## src/rtl/riscv_structures_pkg.sv

```systemverilog
`default_nettype none
// +--------------------------------------------------------------------------+
// | Module   : riscv_structures (package)                                    |
// | Brief    : Shared pipeline types: bypass-select and hazard FSM encodings |
// | Revision : 1.0 - initial release                                         |
// +--------------------------------------------------------------------------+
package riscv_structures;

    typedef enum logic [1:0] {
        REG = 2'd0,
        MEM = 2'd1,
        WB  = 2'd2
    } hu_src_e;

    typedef enum logic [0:0] {
        RUN   = 1'b0,
        STALL = 1'b1
    } hu_state_e;

endpackage : riscv_structures
`default_nettype wire

```

## src/rtl/hu_fwd.sv

```systemverilog
`default_nettype none
// +--------------------------------------------------------------------------+
// | Module   : hu_fwd                                                        |
// | Brief    : Bypass select for one execute-stage source operand            |
// | Revision : 1.0 - initial release                                         |
// +--------------------------------------------------------------------------+
module hu_fwd
    import riscv_structures::*;
#(
    parameter int AW = 5
) (
    input  logic [AW-1:0] ex_rs,
    input  logic [AW-1:0] mem_rd,
    input  logic          mem_we,
    input  logic [AW-1:0] wb_rd,
    input  logic          wb_we,
    output hu_src_e       src
);

    logic w_rs_nz;

    assign w_rs_nz = (ex_rs != '0);

    // The youngest producer (memory stage) wins; x0 is hardwired so never bypassed.
    always_comb begin
        src = REG;
        if (mem_we && (mem_rd == ex_rs) && w_rs_nz) begin
            src = MEM;
        end else if (wb_we && (wb_rd == ex_rs) && w_rs_nz) begin
            src = WB;
        end
    end

endmodule : hu_fwd
`default_nettype wire

```

## src/rtl/hazard_ctrl.sv

```systemverilog
`default_nettype none
// +--------------------------------------------------------------------------+
// | Module   : hazard_ctrl                                                   |
// | Brief    : Operand forwarding, load-use stall FSM, redirect flush, perf  |
// |            counters for an in-order pipeline                             |
// | Revision : 1.0 - initial release                                         |
// +--------------------------------------------------------------------------+
module hazard_ctrl
    import riscv_structures::*;
#(
    parameter int NUM_SRC  = 2,
    parameter int AW       = 5,
    parameter int LOAD_LAT = 1,
    parameter int CNT_W    = 32
) (
    input  logic                          clk,
    input  logic                          reset,
    input  logic                          de_valid,
    input  logic [NUM_SRC-1:0][AW-1:0]    de_rs,
    input  logic [NUM_SRC-1:0][AW-1:0]    ex_rs,
    input  logic [AW-1:0]                 ex_rd,
    input  logic                          ex_we,
    input  logic                          ex_is_load,
    input  logic [AW-1:0]                 mem_rd,
    input  logic                          mem_we,
    input  logic [AW-1:0]                 wb_rd,
    input  logic                          wb_we,
    input  logic                          redirect,
    output hu_src_e [NUM_SRC-1:0]         src_sel,
    output logic                          stall_fe,
    output logic                          stall_de,
    output logic                          flush_de,
    output logic                          flush_ex,
    output logic [CNT_W-1:0]              stall_cnt,
    output logic [CNT_W-1:0]              flush_cnt
);

    localparam int                c_scnt_w    = $clog2(LOAD_LAT + 1);
    localparam logic [c_scnt_w-1:0] c_scnt_one  = c_scnt_w'(1);
    localparam logic [c_scnt_w-1:0] c_scnt_load = c_scnt_w'(LOAD_LAT - 1);
    localparam logic [CNT_W-1:0]  c_cnt_max   = {CNT_W{1'b1}};
    localparam logic [CNT_W-1:0]  c_cnt_one   = CNT_W'(1);

    hu_state_e             r_state;
    hu_state_e             w_state_nxt;
    logic [c_scnt_w-1:0]   r_scnt;
    logic [c_scnt_w-1:0]   w_scnt_nxt;
    logic                  w_rs_match;
    logic                  w_hit;
    logic                  w_stall;
    logic                  w_flush_de;
    logic                  w_flush_ex;
    logic [CNT_W-1:0]      r_stall_cnt;
    logic [CNT_W-1:0]      r_flush_cnt;

    generate
        for (genvar gi = 0; gi < NUM_SRC; gi++) begin : g_fwd
            hu_fwd #(
                .AW (AW)
            ) u_fwd (
                .ex_rs  (ex_rs[gi]),
                .mem_rd (mem_rd),
                .mem_we (mem_we),
                .wb_rd  (wb_rd),
                .wb_we  (wb_we),
                .src    (src_sel[gi])
            );
        end
    endgenerate

    always_comb begin
        w_rs_match = 1'b0;
        for (int i = 0; i < NUM_SRC; i++) begin
            if (de_rs[i] == ex_rd) begin
                w_rs_match = 1'b1;
            end
        end
    end

    assign w_hit = de_valid & ex_is_load & ex_we & (ex_rd != '0) & w_rs_match;

    always_ff @(posedge clk or posedge reset) begin
        if (reset) begin
            r_state <= RUN;
            r_scnt  <= '0;
        end else begin
            r_state <= w_state_nxt;
            r_scnt  <= w_scnt_nxt;
        end
    end

    // The first stall cycle is the detection cycle itself, so STALL only
    // has to cover the remaining LOAD_LAT-1 cycles.
    always_comb begin
        w_state_nxt = r_state;
        w_scnt_nxt  = r_scnt;
        w_stall     = 1'b0;
        w_flush_de  = 1'b0;
        w_flush_ex  = 1'b0;
        if (redirect) begin
            w_flush_de  = 1'b1;
            w_flush_ex  = 1'b1;
            w_state_nxt = RUN;
            w_scnt_nxt  = '0;
        end else begin
            case (r_state)
                RUN: begin
                    if (w_hit) begin
                        w_stall    = 1'b1;
                        w_flush_ex = 1'b1;
                        if (LOAD_LAT > 1) begin
                            w_state_nxt = STALL;
                            w_scnt_nxt  = c_scnt_load;
                        end
                    end
                end
                STALL: begin
                    w_stall    = 1'b1;
                    w_flush_ex = 1'b1;
                    if (r_scnt == c_scnt_one) begin
                        w_state_nxt = RUN;
                        w_scnt_nxt  = '0;
                    end else begin
                        w_scnt_nxt  = r_scnt - c_scnt_one;
                    end
                end
                default: begin
                    w_state_nxt = RUN;
                    w_scnt_nxt  = '0;
                end
            endcase
        end
    end

    // Control outputs are squashed while reset is held, independent of inputs.
    assign stall_fe = w_stall    & ~reset;
    assign stall_de = w_stall    & ~reset;
    assign flush_de = w_flush_de & ~reset;
    assign flush_ex = w_flush_ex & ~reset;

    always_ff @(posedge clk or posedge reset) begin
        if (reset) begin
            r_stall_cnt <= '0;
            r_flush_cnt <= '0;
        end else begin
            if (stall_de && (r_stall_cnt != c_cnt_max)) begin
                r_stall_cnt <= r_stall_cnt + c_cnt_one;
            end
            if (redirect && (r_flush_cnt != c_cnt_max)) begin
                r_flush_cnt <= r_flush_cnt + c_cnt_one;
            end
        end
    end

    assign stall_cnt = r_stall_cnt;
    assign flush_cnt = r_flush_cnt;

endmodule : hazard_ctrl
`default_nettype wire

```

## config.mk

```make
export PLATFORM = sky130hd
export DESIGN_NAME = hazard_ctrl
export DESIGN_NICKNAME = d
export VERILOG_FILES = /design/src/rtl/riscv_structures_pkg.sv /design/src/rtl/hu_fwd.sv /design/src/rtl/hazard_ctrl.sv
export SDC_FILE = /design/constraint.sdc
export NUM_CORES = 1
export LEC_CHECK = 0
export CAP_MARGIN = 10
export CORE_MARGIN = 2
export CORE_UTILIZATION = 51
export CTS_CLUSTER_SIZE = 28
export DETAILED_ROUTE_END_ITERATION = 16
export GPL_TIMING_DRIVEN = 0
export PLACE_DENSITY = 0.86
export SLEW_MARGIN = 20
export SYNTH_ARGS = -nofsm -noshare
export SYNTH_HDL_FRONTEND = slang
export SYNTH_HIERARCHICAL = 1
export SYNTH_SLANG_ARGS = --single-unit
```

## constraint.sdc

```tcl
create_clock -name clk -period 6.63 [get_ports clk]
set_input_delay 1.989 -clock clk [delete_from_list [all_inputs] [get_ports clk]]
set_output_delay 1.989 -clock clk [all_outputs]
set_load 0.01 [all_outputs]
```

* Yosys cells after proc, flatten, opt, wreduce, memory -nomap -nowiden
Cells that the tools add are included.
Operators by class: add/sub/neg operators 3, equality and inequality tests 8, multiplexer cells 17, bitwise logic cells 9, reduce and logical (&&, ||, !) cells 14
Operator list (number):
- $add 32x1->32 const B | 2
- $ne 32x32->1 const B | 2
- $eq 5x5->1 | 6
- $reduce_bool 5->1 | 3
- $mux 1 | 12
- $logic_and 1x1->1 | 10
- $mux 2 | 4
- $and 1x1->1 | 7
- $not 1->1 | 2
- $pmux 1 s2 | 1
- $reduce_bool 2->1 | 1
- $sub 1x1->1 const B | 1
Storage, ports and cells: flip-flop bits (word level) 66, input bits 43

* Logic depth before layout (Yosys ltp)
Gate-level depths: netlist of run 1.
word-level depth 9, mapped depth 7

* Hierarchy
The synthesis of run 1 kept the hierarchy.
Modules (own cells, without submodules):
- hazard_ctrl | times used 1, cells each 339, area an instance 3532.1 µm²
- hu_fwd | times used 2, cells each 18, area an instance 138.9 µm²

* Least setup slack after synthesis of run 1
OpenSTA, ideal clock, no wires.
kind input to output, start point input reset, end point output flush_ex, arrival 3.728 ns, required time 4.641 ns, path slack 0.913 ns, stages 2, buffers on the path 0, cells stage by stage inv_1 -> o31a_1
Between the ends: cells in the longest elaborated chain, start to end 2
RTL lines:
- from (decl) | RTL line hazard_ctrl.sv:17 | input logic reset,
- $not 1->1 | RTL line hazard_ctrl.sv:139 | assign flush_ex = w_flush_ex & ~reset;
- $and 1x1->1 | RTL line hazard_ctrl.sv:139
- to (decl) | RTL line hazard_ctrl.sv:33 | output logic flush_ex,
No other way between the ends.

* Worst setup path in the final report of run 1
start point input ex_rd[2], end point output stall_fe
Between the ends: cells in the longest elaborated chain, start to end 8
RTL lines:
- from (decl) | RTL line hazard_ctrl.sv:21 | input logic [AW-1:0] ex_rd,
- $eq 5x5->1 | RTL line hazard_ctrl.sv:74 | if (de_rs[i] == ex_rd) begin
- $mux 1 (2 in series) | RTL line hazard_ctrl.sv:74
- $and 1x1->1 (*) | RTL line hazard_ctrl.sv:80 | assign w_hit = de_valid & ex_is_load & ex_we & (ex_rd != '0) & w_rs_match;
- $mux 1 (*) | RTL line hazard_ctrl.sv:108 | if (w_hit) begin
- $pmux 1 s2 (*) | RTL line hazard_ctrl.sv:106 | case (r_state)
- $mux 1 (*) | RTL line hazard_ctrl.sv:100 | if (redirect) begin
- $and 1x1->1 (*) | RTL line hazard_ctrl.sv:136 | assign stall_fe = w_stall & ~reset;
- to (decl) | RTL line hazard_ctrl.sv:30 | output logic stall_fe,
Every way passes the cells marked *; elsewhere a longest branch is shown, timed or not.

==> results.ini, run 1 <==
[hold_path]
worstHoldPathCells = 1
hold_path_class = flip-flop to flip-flop

[routing]
vias = 3475
first_pass_iters = 6
final_antenna_net_count = 0
route.detailed.drc = 0
viasPerCell = 5.74
drt_iter0_drc = 207
drt-wirelength-per-cell_um = 16.7
wirelength_mm = 10.1

[synth]
netlist_instances = 375
synth_top_area_share_pct = 43.3
synth_nets = 420
ys.flop_type = dfrtp_1
yosysUniqueCellTypes = 44
ys_seq_area_share_pct = 43.3
synth_top_area_cell = dfrtp_1
synth_top_cells_by_area = dfrtp_1 43%, xor2_1 11%, xnor2_1 9.4%, nand3_1 4.2%, nand4_1 3.9%
synth-edff-count = 0
yosysWarnings = 6
synth-async-reset-ratio_pct = 100
synthesis.area_mm2 = 0.00381
synth_seq_cells = 66
avgSynthCellArea_um2 = 10.2

[clocking]
hold_buffers = 0
cts_tree = yes
clkSlewWorstSetupHoldPaths_ns = 0.06
cts_root_buffer = clkbuf_8
clkLatencyLatePin_ns = 0.34
ctsHtreeMaxLevel = 3
cts_buffer_depth = 2
clkSinkCount = 66
cts_buffers = 9

[layout]
multi_input_area_mm2 = 0.00207
stdcell_area_mm2 = 0.00534
area_growth_pct = 40.0
most-common-layout-cells = 114 x clkdlybuf4s50_1, 66 x dfrtp_1, 49 x xor2_1
nets = 546
drive_gt1_share_pct = 7.91
fillers = 556
register_area_mm2 = 0.00165
utilization_pct = 73.6
final_common_cell = clkdlybuf4s50_1
antenna_cells = 0

[grt]
grt_remaining_overflow = 0
grt_pass1_wl_mm = 16.8
antenna_found_initial = 0
grt.total_usage_pct = 25.1
grt_pass1_vias = 3407
grt_max_degree = 49

[timing]
rsz0062_at_grt = no
period_minus_slack_ns = 6.30
hold_slack_ns = 0.451
finClkSkew_ns = 0.0148
max_freq_mhz = 159
fin_crit_sh_pct = 95.0
slew_headroom_pct = 64.1
setup_tns_ns = 0
setup_viol = 0
slew_violations = 0
hold_viol = 0
tightest_slew_ns = 0.534

[flow_run]
cap_violations = 0

[placement]
place_hpwl_mm = 7.27
place_congestion = 0.903
postPlaceCellArea_mm2 = 0.00510
portBuffers = 114

[die]
core-area_mm2 = 0.00725
die_area_mm2 = 0.00818
die_w_um = 90.4
fp-row-count = 31
die_y_um = 90.4
start_util_pct = 52.5
pin_count = 115

[worst_setup_path]
path_cells = clkdlybuf4s50_1, xor2_1, nor3_2, a221oi_2, clkbuf_2, nor2_1, buf_4, clkdlybuf4s50_1
crit_top_cell = clkdlybuf4s50_1
cp_slowest_cell = clkdlybuf4s50_1
cp_max_fo = 10
cp.required_ns = 4.64
cp-end-kind = primary output
critPathMaxStageDelay_ns = 0.54
critPathKind = input port to primary output
worstPathArrival_ns = 4.31
ff2ff_setup_slack_ns = 4.41
reg2reg_depth = 7
start_kind = input port

[pwr]
leakagePower_nw = 2.27
worst_ir_drop_vdd_mv = 0.229
p_per_area_mw_per_mm2 = 194

[status]
status = finished, final reports clean

==> cell families after synthesis <==
| logic type | Yosys count | share of synthesized area, % |
|---|---|---|
| buffers and inverters | 18 | 2.30 |
| and+or+nand+nor | 179 | 28.0 |
| AOI/OAI and AO/OA | 16 | 3.78 |
| DFF | 66 | 43.3 |
| muxes | 4 | 1.18 |
| adders and majority gates | 2 | 0.657 |
| xor gates and xnor gates | 90 | 20.7 |
==> area by class of cell <==
class	count	area share [%]
well taps	99	2.32
plain buffers	14	1.38
clock inverters	4	1.38
repair buffers	115	21.9
clock buffers	12	2.91
multi-input cells	291	38.8
inverters	4	0.328
flip-flops and latches	66	31.0
==> power breakdown <==
part | internal (W) | total [W] | switching, W | leakage (nW)
clock network | 0.000233 | 0.000385 | 0.000152 | 0.117
registers | 0.000425 | 0.000462 | 0.0000372 | 0.904
logic | 0.000103 | 0.000188 | 0.0000845 | 1.25
==> synth_stat cells (all sizes together) (2+ instances only) <==
cell type	instances
nand3	32
a31oi	2
nand2	24
and2	4
and3b	2
o211ai	4
inv	4
nand4	25
mux2	4
nor2	16
nor4b	4
xor2	49
clkbuf	7
dfrtp	66
nor4	27
xnor2	41
ha	2
or4	2
buf	7
and4	9
nor3	13
a2111oi	2
and3	17
a21oi	3
==> stage by stage <==
| stage | power (W) | worst slack [ns] | instances |
|---|---|---|---|
| after global routing | 0.00108 | 0.145 | 605 |
| after detailed placement | 0.000653 | 0.191 | 589 |
| after floorplan | 0.000548 | 0.913 | 375 |
| after CTS | 0.00104 | 0.195 | 605 |
| final | 0.00103 | 0.334 | 605 |
| after global placement | 0.000646 | -0.579 | 588 |
==> final timing paths <==
path,start,to
setup reg to reg,stall_cnt[1],stall_cnt[5]
setup / recovery,ex_rd[2],stall_fe
hold / removal,r_scnt,r_state
hold reg to reg,r_scnt,r_state
max in group asynchronous,reset,stall_cnt[20]
min in group asynchronous,reset,flush_cnt[19]
==> metal layers <==
layer / global-route usage (%) / share of wire, %
met5: 0 / 0
met1: 31.2 / 41
met3: 4.84 / 5.2
met2: 43.9 / 52
met4: 8.33 / 1.7
==> flip-flops by register name, summed over array words and instances, names as in the netlist <==
name,cells
flush_cnt,32
stall_cnt,32
r_state,1
r_scnt,1
==> what timing repair did <==
item | 4_1_cts | 5_1_grt
setup buffers | 0 | 0
setup endpoints to repair | 0 | 1
gates resized for setup | 0 | 2
==> critical path, delay by kind of cell <==
kind / cells / cell delay, ns
and+or+nand+nor: 2 / 0.17
AOI/OAI and AO/OA: 1 / 0.47
buffers and inverters: 4 / 1.47
xor gates and xnor gates: 1 / 0.19
No activity file was read; power rests on OpenSTA's default activity.
==> run 2, diff against run 1 <==
- TNS_END_PERCENT: not set -> 100
==> results of run 2 <==
Final layout, timing and power as in run 1 (identical DEF).
